File: src/rtl/microwave_controller_pkg.sv
// Shared definitions for the microwave countdown sequencer.
//   state_t        : controller states
//   MAX_DIGITS     : number of keypad digits the timer holds (M:SS)
//   BCD_MAX        : largest legal keypad digit
//   digit_accepted : true when a keypad digit may be shifted into the timer
package microwave_controller_pkg;

    typedef enum logic [2:0] {
        S_IDLE  = 3'd0,
        S_ENTRY = 3'd1,
        S_COOK  = 3'd2,
        S_PAUSE = 3'd3,
        S_DONE  = 3'd4
    } state_t;

    localparam logic [1:0] MAX_DIGITS = 2'd3;
    localparam logic [3:0] BCD_MAX    = 4'd9;

    function automatic logic digit_accepted(input logic [3:0] digit, input logic [1:0] count);
        return (digit <= BCD_MAX) && (count < MAX_DIGITS);
    endfunction

endpackage

File: src/rtl/microwave_controller_button_sync.sv
// Two-flop synchroniser with single-cycle edge pulse for an asynchronous input.
//   clock       : system clock
//   clrn        : asynchronous active-low reset (flops load RESET_LEVEL)
//   raw         : asynchronous input
//   pulse       : one-cycle pulse on the selected edge of the synchronised level
// FALLING=1 selects the falling edge (active-low buttons), otherwise rising edge.
module microwave_controller_button_sync #(
    parameter logic RESET_LEVEL = 1'b0,
    parameter bit   FALLING     = 1'b0
) (
    input  logic clock,
    input  logic clrn,
    input  logic raw,
    output logic pulse
);

    logic meta;
    logic sync;
    logic sync_d;

    always_ff @(posedge clock or negedge clrn) begin
        if (!clrn) begin
            meta   <= RESET_LEVEL;
            sync   <= RESET_LEVEL;
            sync_d <= RESET_LEVEL;
        end else begin
            meta   <= raw;
            sync   <= meta;
            sync_d <= sync;
        end
    end

    // Pulse is decoded from registered signals only, so the consumer acts on
    // the third clock edge after the raw input changes.
    always_comb begin
        if (FALLING) pulse = sync_d & ~sync;
        else         pulse = sync & ~sync_d;
    end

endmodule

File: src/rtl/microwave_controller.sv
// Min:sec countdown sequencer for the microwave oven.
//   clock        in  : system clock, rising edge
//   clrn         in  : asynchronous active-low reset
//   keypad_valid in  : async level, rising edge presents a digit on keypad_data
//   keypad_data  in  : BCD digit, stable while keypad_valid is high
//   startn       in  : async active-low start button
//   stopn        in  : async active-low stop/clear button
//   door_closed  in  : 1 = door closed
//   timer_zero   in  : timer shows 0:00
//   timer_loadn  out : active-low one-cycle shift-load strobe
//   timer_clrn   out : active-low timer clear
//   timer_en     out : one-cycle decrement enable (once per TICK_DIV cycles in COOK)
//   timer_data   out : digit presented with timer_loadn
//   mag_on       out : magnetron enable
//   done         out : cook-complete indicator, high for DONE_CYCLES cycles
// All outputs are registered.
module microwave_controller
    import microwave_controller_pkg::*;
#(
    parameter int unsigned TICK_DIV    = 50_000_000,
    parameter int unsigned DONE_CYCLES = 100
) (
    input  logic       clock,
    input  logic       clrn,
    input  logic       keypad_valid,
    input  logic [3:0] keypad_data,
    input  logic       startn,
    input  logic       stopn,
    input  logic       door_closed,
    input  logic       timer_zero,
    output logic       timer_loadn,
    output logic       timer_clrn,
    output logic       timer_en,
    output logic [3:0] timer_data,
    output logic       mag_on,
    output logic       done
);

    localparam int unsigned PW = (TICK_DIV > 1) ? $clog2(TICK_DIV) : 1;
    localparam int unsigned DW = (DONE_CYCLES > 1) ? $clog2(DONE_CYCLES) : 1;
    localparam logic [PW-1:0] PRE_LAST  = PW'(TICK_DIV - 1);
    localparam logic [DW-1:0] DONE_LAST = DW'(DONE_CYCLES - 1);

    logic key_p;
    logic start_p;
    logic stop_p;
    logic door_meta;
    logic door_sync;

    state_t        state,        state_nxt;
    logic [1:0]    digit_cnt,    digit_cnt_nxt;
    logic [PW-1:0] prescaler,    prescaler_nxt;
    logic [DW-1:0] done_cnt,     done_cnt_nxt;
    logic          loadn_nxt;
    logic          clrn_nxt;
    logic          en_nxt;
    logic [3:0]    data_nxt;
    logic          mag_nxt;
    logic          done_nxt;
    logic          key_ok;

    microwave_controller_button_sync #(
        .RESET_LEVEL (1'b0),
        .FALLING     (1'b0)
    ) u_key_sync (
        .clock (clock),
        .clrn  (clrn),
        .raw   (keypad_valid),
        .pulse (key_p)
    );

    microwave_controller_button_sync #(
        .RESET_LEVEL (1'b1),
        .FALLING     (1'b1)
    ) u_start_sync (
        .clock (clock),
        .clrn  (clrn),
        .raw   (startn),
        .pulse (start_p)
    );

    microwave_controller_button_sync #(
        .RESET_LEVEL (1'b1),
        .FALLING     (1'b1)
    ) u_stop_sync (
        .clock (clock),
        .clrn  (clrn),
        .raw   (stopn),
        .pulse (stop_p)
    );

    // Door only needs its level; resets to "open" so nothing can cook
    // before the synchroniser has filled.
    always_ff @(posedge clock or negedge clrn) begin
        if (!clrn) begin
            door_meta <= 1'b0;
            door_sync <= 1'b0;
        end else begin
            door_meta <= door_closed;
            door_sync <= door_meta;
        end
    end

    always_ff @(posedge clock or negedge clrn) begin
        if (!clrn) begin
            state       <= S_IDLE;
            digit_cnt   <= '0;
            prescaler   <= '0;
            done_cnt    <= '0;
            timer_loadn <= 1'b1;
            timer_clrn  <= 1'b0;
            timer_en    <= 1'b0;
            timer_data  <= '0;
            mag_on      <= 1'b0;
            done        <= 1'b0;
        end else begin
            state       <= state_nxt;
            digit_cnt   <= digit_cnt_nxt;
            prescaler   <= prescaler_nxt;
            done_cnt    <= done_cnt_nxt;
            timer_loadn <= loadn_nxt;
            timer_clrn  <= clrn_nxt;
            timer_en    <= en_nxt;
            timer_data  <= data_nxt;
            mag_on      <= mag_nxt;
            done        <= done_nxt;
        end
    end

    always_comb begin
        state_nxt     = state;
        digit_cnt_nxt = digit_cnt;
        prescaler_nxt = prescaler;
        done_cnt_nxt  = done_cnt;
        loadn_nxt     = 1'b1;
        clrn_nxt      = 1'b1;
        en_nxt        = 1'b0;
        data_nxt      = timer_data;
        key_ok        = key_p && digit_accepted(keypad_data, digit_cnt);

        unique case (state)
            S_IDLE: begin
                if (key_ok) begin
                    data_nxt      = keypad_data;
                    loadn_nxt     = 1'b0;
                    digit_cnt_nxt = digit_cnt + 2'd1;
                    state_nxt     = S_ENTRY;
                end
            end

            S_ENTRY: begin
                // stop wins over a simultaneous start or key
                if (stop_p) begin
                    clrn_nxt      = 1'b0;
                    digit_cnt_nxt = '0;
                    state_nxt     = S_IDLE;
                end else if (start_p && door_sync && !timer_zero) begin
                    prescaler_nxt = '0;
                    state_nxt     = S_COOK;
                end else if (key_ok) begin
                    data_nxt      = keypad_data;
                    loadn_nxt     = 1'b0;
                    digit_cnt_nxt = digit_cnt + 2'd1;
                end
            end

            S_COOK: begin
                // timer_zero beats door open beats stop
                if (timer_zero) begin
                    done_cnt_nxt = '0;
                    state_nxt    = S_DONE;
                end else if (!door_sync || stop_p) begin
                    state_nxt = S_PAUSE;
                end else if (prescaler == PRE_LAST) begin
                    prescaler_nxt = '0;
                    en_nxt        = 1'b1;
                end else begin
                    prescaler_nxt = prescaler + 1'b1;
                end
            end

            S_PAUSE: begin
                // prescaler is left untouched so a resume keeps the partial second
                if (stop_p) begin
                    clrn_nxt      = 1'b0;
                    digit_cnt_nxt = '0;
                    state_nxt     = S_IDLE;
                end else if (start_p && door_sync) begin
                    state_nxt = S_COOK;
                end
            end

            S_DONE: begin
                if (stop_p || done_cnt == DONE_LAST) begin
                    digit_cnt_nxt = '0;
                    state_nxt     = S_IDLE;
                end else begin
                    done_cnt_nxt = done_cnt + 1'b1;
                end
            end

            default: begin
                state_nxt = S_IDLE;
            end
        endcase

        // Moore outputs follow the state being entered so they line up with it
        mag_nxt  = (state_nxt == S_COOK);
        done_nxt = (state_nxt == S_DONE);
    end

endmodule

File: config.mk
export PLATFORM = sky130hd
export DESIGN_NAME = microwave_controller
export DESIGN_NICKNAME = d
export VERILOG_FILES = /design/src/rtl/microwave_controller_pkg.sv /design/src/rtl/microwave_controller_button_sync.sv /design/src/rtl/microwave_controller.sv
export SDC_FILE = /design/constraint.sdc
export NUM_CORES = 1
export LEC_CHECK = 0
export CORE_ASPECT_RATIO = 1.75
export CORE_MARGIN = 2
export CORE_UTILIZATION = 40
export DETAILED_ROUTE_END_ITERATION = 10
export PLACE_DENSITY = 0.62
export SLEW_MARGIN = 20
export SYNTH_ARGS = -nofsm -noshare
export SYNTH_HDL_FRONTEND = slang
export SYNTH_HIERARCHICAL = 1
export SYNTH_SLANG_ARGS = --single-unit
File: constraint.sdc
create_clock -name clock -period 1.9 [get_ports clock]
set_clock_uncertainty 0.05 [all_clocks]
set_input_delay 0.38 -clock clock [delete_from_list [all_inputs] [get_ports clock]]
set_output_delay 0.38 -clock clock [all_outputs]
set_load 0.02 [all_outputs]
==> out/metrics.csv, run 1 <==
metric,value,unit
layout cells sized above 1,37.6,%
Max Slew Vio Count,0,
Antenna Violating Nets Remaining,0,
n_diodes,0,
Clock Latency Late Sink,0.33,ns
Hold Fails Final Rpt,0,
clock sink count,58,
routed vias,2592,
Pwr per Cell Area,997,mW/mm²
Post-Syn Nets,304,
r2r startpoint,state[1]$_DFF_PN0_,
vias in the first global route,2642,
Setup CP Type,flop to flop,
post-synthesis register bit count,58,
Final #Nets,371,
DPL Wire Length,5060,µm
CTS tree,done,
sequential share of the synthesized area,48.7,%
worst setup margin,-0.0491,ns
Async SR Flop Fraction,100,%
Rows,41,
initial antenna violation count,0,
most frequent cell after synthesis,dfrtp_1,
top_reg_cell synth,dfrtp_1,
fillers,556,
DRC Markers,0,
fmax,0.513,GHz
vias per inst,5.79,
"wirelength, routed",7800,µm
WL/cell,17.4,µm
Total Power,4.25,mW
"setup slack, reg-to-reg",-0.05,ns
total CTS buffers,9,
synth top area cells,"dfrtp_1 (43%), dfstp_2 (6.1%), a31oi_1 (4.6%), nand2_1 (3.8%), nand3_1 (2.7%)",
worst reg2reg path depth,6,
top-area cell type share of the netlist area,42.6,%
Tmin final,1.95,ns
Worst setup SP type,flop,
actual slew at the worst max-slew pin,0.447,ns
clk buf depth,2,
mean area per synthesized cell,10.3,µm²
P_leak,1.75,nW
"Setup violations, final",3,
synthesized cell area,0.00300,mm²
most instantiated cells after synthesis,"dfrtp_1 (51), nand2_1 (30), a31oi_1 (22)",
Post-synth EDFFs,0,
CP Cell Sequence,nand2b_1 -> or2_2 -> a31oi_4 -> buf_4 -> o21ai_0 -> a31oi_1,
drt first pass iters,4,
Die Span Y,119,µm
Synth Instances,290,
total gr overflow,0,
number of hold buffers added after cts,0,
clk slew on worst S/H paths,0.05,ns
Max-Slew Margin vs Limit,70.2,%
WP data required,2.08,ns
GRT Total Usage,18.8,%
failing checks,setup timing,
fin crit share,103,%
Die W,69.4,µm
gp weighted congestion,0.788,
Min-Delay Path Class,input port to async pin,
Starting Density,41.4,%
Worst path slowest cell,dfrtp_1,
CP Max Fanout,10,
final instance area,0.00427,mm²
CTS root buffer,clkbuf_16,
RSZ-0062 raised after global routing,yes,
H-Tree Depth,3,
Synthesis Warnings,6,
worst vdd ir,0.000566,V
max incr delay on CP,0.47,ns
placed cell area,0.00361,mm²
global-route wire length before repair,12400,µm
worst r2r dst,prescaler[9]$_DFFE_PN0P_,
I/O pin cnt,20,
Max-cap violations,0,
initial DRC count,144,
critical path capture point type,flop,
status,finished with violations,
Die Footprint,0.00823,mm²
P&R area growth vs syn,42.3,%
core area,0.00723,mm²
largest net degree at the start of global routing,59,
hold_ws,0.00370,ns
arrival time worst endpoint,2.13,ns
IO buf count,19,
DP Worst Slack,-0.341,ns
Synth cell types,55,
"area leader, netlist",dfrtp_1,
==> layout by cell type (no fill, tap or decap), types with 3 or more instances in the layout <==
cell / n
a41oi_2: 7
clkdlybuf4s50_1: 17
a211oi_2: 3
inv_1: 10
buf_4: 46
a21oi_1: 11
and4_1: 3
o21ai_0: 7
mux2_2: 5
dfrtp_1: 50
and3_1: 7
nor2b_4: 3
a21oi_2: 3
nand2b_1: 4
nand4_1: 6
mux2i_1: 3
a31oi_1: 16
nor2_1: 13
nand3_1: 15
nor3_1: 6
and2_1: 3
nand2_1: 29
xnor2_1: 5
dfstp_2: 7
buf_12: 3
buf_6: 3
clkbuf_16: 11
a31oi_4: 6
==> layer usage <==
layer | share of wire [%] | GRT usage, %
met1 | 37 | 19.6
met2 | 56 | 34.4
met3 | 4.2 | 3.75
met4 | 3.2 | 10.5
met5 | 0 | 0
==> through the flow <==
stage	util, %	cells	TNS (ns)
final	59.0	448	-0.103
after global placement	49.9	426	-6.57
after detailed placement	49.9	426	-7.06
after CTS	54.5	442	-0.0431
after global routing	59.0	448	-1.47
after floorplan	-	290	-0.184
==> cell type report <==
cell class / count / area [µm²] / share of cell area, %
Tap cell: 86 / 108 / 2.52
Sequential cell: 58 / 1460 / 34.3
Timing Repair Buffer: 74 / 692 / 16.2
Inverter: 11 / 41.3 / 0.968
Clock inverter: 5 / 77.6 / 1.82
Clock buffer: 11 / 243 / 5.69
Multi-Input combinational cell: 203 / 1640 / 38.5
==> worst max path at each step <==
stage / end / slack (ns) / startpoint
after floorplan: done_cnt[6]$_DFFE_PN0P_ / -0.05 / u_stop_sync/sync$_DFF_PN1_
after global placement: done_cnt[5]$_DFFE_PN0P_ / -0.28 / timer_zero
after detailed placement: done_cnt[5]$_DFFE_PN0P_ / -0.34 / timer_zero
after CTS: done_cnt[6]$_DFFE_PN0P_ / -0.04 / u_stop_sync/sync$_DFF_PN1_
after global routing: prescaler[9]$_DFFE_PN0P_ / -0.16 / state[1]$_DFF_PN0_
final: prescaler[9]$_DFFE_PN0P_ / -0.05 / state[1]$_DFF_PN0_
==> cell families after synthesis <==
logic type               count (synthesis)  synth area share (%)
XOR/XNOR                                 5                  1.46
adder cells (fa/ha/maj)                  3                  1.25
buffers and inverters                   29                  4.63
AO/OA/AOI/OAI                           75                  19.5
multiplexers                             9                  3.26
AND/OR/NAND/NOR                        111                  21.2
flip-flops                              58                  48.7
==> state kept, by name (all words and copies together) (netlist names) <==
register             cells
timer_loadn              1
timer_en                 1
u_stop_sync/sync         1
prescaler               26
timer_data               4
state                    3
door_meta                1
u_start_sync/meta        1
mag_on                   1
u_stop_sync/sync_d       1
u_key_sync/meta          1
u_key_sync/sync_d        1
u_start_sync/sync_d      1
u_stop_sync/meta         1
u_key_sync/sync          1
door_sync                1
done_cnt                 7
digit_cnt                2
timer_clrn               1
done                     1
u_start_sync/sync        1
==> worst max-delay path: cells and delay by family, from the launching register on <==
family          cells  cell delay, ns
simple gates        2            0.42
compound gates      3            0.66
buf+inv             1            0.24
flops               1            0.47
==> power breakdown <==
part           leakage [nW]  internal [mW]  switching (mW)  total (mW)
Sequential            0.742           1.43           0.153        1.58
Clock                 0.156           1.18           0.567        1.74
Combinational         0.849          0.470           0.457       0.927
Total                  1.75           3.08            1.18        4.25
==> timing repair <==
action / in CTS / in global routing
endpoints found under the hold margin: 0 / 0
resized for setup: 4 / 41
setup buffers: 0 / 3
pin swaps: 0 / 18
gates cloned: 0 / 3
setup endpoints to repair: 25 / 34
Power figures use the tool's default switching activity.
==> inputs of run 2 (changes only) <==
Settings changed: CORE_UTILIZATION 40 to 35, PLACE_DENSITY 0.62 to 0.56, SKIP_LAST_GASP set to 1.
==> run 2 against run 1 <==
Compared with the run above: the flow still finishes with violations (setup timing); highest routed layer unchanged; largest power group is now sequential cells; global-route usage is 1.8 points lower; critical path depth stayed put; non-clock buffer count is 3 lower; worst setup slack improved by 0.026 ns; final cell count rose by 6.0%.
==> out/metrics.csv, run 2 (synthesis gave the netlist of run 1 again) <==
metric,value,unit
"wirelength, routed",7250,µm
initial DRC count,107,
Clock Latency Late Sink,0.33,ns
global-route wire length before repair,12100,µm
status,finished with violations,
clk slew on worst S/H paths,0.05,ns
largest registers,"prescaler: 26 flops, done_cnt: 7 flops, timer_data: 4 flops",
Finished Layout Cells,475,
clock sink count,58,
total CTS buffers,9,
Min-Delay Path Class,input port to async pin,
P_leak,1.70,nW
largest net degree at the start of global routing,59,
fillers,750,
Worst setup SP type,flop,
critical path capture point type,flop,
DRC Markers,0,
actual slew at the worst max-slew pin,0.458,ns
sequential cell area,0.00146,mm²
hold_ws,0.00401,ns
area of the multi-input gates,0.00151,mm²
Pwr per Cell Area,987,mW/mm²
H-Tree Depth,3,
clk buf depth,2,
vias per inst,5.28,
CP Max Fanout,6,
CTS tree,done,
Die W,74.0,µm
I/O pin cnt,20,
routed vias,2506,
IO buf count,19,
DP Worst Slack,-0.303,ns
gp weighted congestion,0.837,
vias in the first global route,2455,
Max-Slew Margin vs Limit,69.3,%
Die Footprint,0.00935,mm²
setup TNS,-0.0228,ns
CTS root buffer,clkbuf_16,
P&R area growth vs syn,35.7,%
Post-CTS Repair Setup Buffers,0,
RSZ-0062 raised after global routing,yes,
Setup CP Type,flop to flop,
failing checks,setup timing,
WL/cell,15.3,µm
Rows,44,
worst vdd ir,0.000434,V
GRT Total Usage,17.0,%
"Setup violations, final",1,
Starting Density,36.1,%
worst setup margin,-0.0228,ns
Top reg by flops,prescaler,
"commonest cells after routing, fill and taps aside","dfrtp_1 (51), buf_4 (45), nand2_1 (29)",
drt first pass iters,4,
Max-cap violations,0,
initial antenna violation count,0,
Final #Nets,369,
core area,0.00831,mm²
arrival time worst endpoint,2.07,ns
total gr overflow,0,
"commonest non-fill, non-tap cell in the layout",dfrtp_1,
Total Power,4.02,mW
Max Slew Vio Count,0,
placed cells,457,
Die Span Y,126,µm
fmax,0.520,GHz
fin crit share,101,%
Antenna Violating Nets Remaining,0,
WP data required,2.05,ns
DPL Wire Length,5000,µm
Hold Fails Final Rpt,0,
max reg flops,26,
n_diodes,0,
Tmin final,1.92,ns
number of hold buffers added after cts,0,
layout cells sized above 1,30.8,%
==> run 2: cell count changes in the layout (fill, tap and decap cells not counted), moves of 3 or more <==
cell / previous run / this run
a31oi_1: 16 / 22
a31oi_4: 6 / 3
a41oi_2: 7 / 0
a41oi_1: 1 / 8
==> run 2: area by class of cell <==
type / count / area share (%)
Multi-Input combinational cell: 204 / 37.1
Timing Repair Buffer: 71 / 15.5
Inverter: 11 / 1.02
Sequential cell: 58 / 35.9
Tap cell: 115 / 3.54
Clock buffer: 14 / 6.74
Clock inverter: 2 / 0.246
==> run 2: metrics by stage <==
step | cell area, µm² | utilization, %
after floorplan | 3020 | -
after CTS | 4000 | 48.1
after global routing | 4070 | 48.9
after detailed placement | 3660 | 44.0
after global placement | 3660 | 44.0
final | 4070 | 48.9
==> run 2: timing repair <==
item,in CTS,in global routing
gates resized for setup,7,15
endpoints found under the setup margin,25,33
pin swaps,5,3
cloned,2,0
==> run 2: where the power goes <==
group	switching [mW]	internal, mW
registers	0.144	1.43
logic	0.450	0.471
clock network	0.536	0.984
==> run 2: path summary, 6_finish.rpt <==
check | end | slack (ns) | startpoint | cells after the start
setup / recovery | done_cnt[6]$_DFFE_PN0P_ | -0.02 | u_stop_sync/sync$_DFF_PN1_ | 6
hold / removal | prescaler[24]$_DFFE_PN0P_ | 0.004 | clrn | 2
setup reg to reg | done_cnt[6]$_DFFE_PN0P_ | -0.02 | u_stop_sync/sync$_DFF_PN1_ | 6
hold reg to reg | u_stop_sync/sync$_DFF_PN1_ | 0.30 | u_stop_sync/meta$_DFF_PN1_ | 0
max in group asynchronous | timer_loadn$_DFF_PN1_ | 1.48 | clrn | 2
min in group clock | u_stop_sync/sync$_DFF_PN1_ | 0.30 | u_stop_sync/meta$_DFF_PN1_ | 0
==> run 2: critical path: stages, from the launching register on <==
cell and delay (ns):
dfstp_2 0.55, nor2b_4 0.05, or3b_1 0.37, a31o_4 0.27
a2111oi_4 0.31, xnor2_1 0.15, nor2_1 0.05
==> run 2: metal layers <==
layer	global-route usage [%]	wire length, µm	vias up
met3	4.13	235	19
met4	10.3	295	0
met2	29.1	3990	51
met1	18.4	2730	1227
li1	-	-	1209
met5	0	0	-
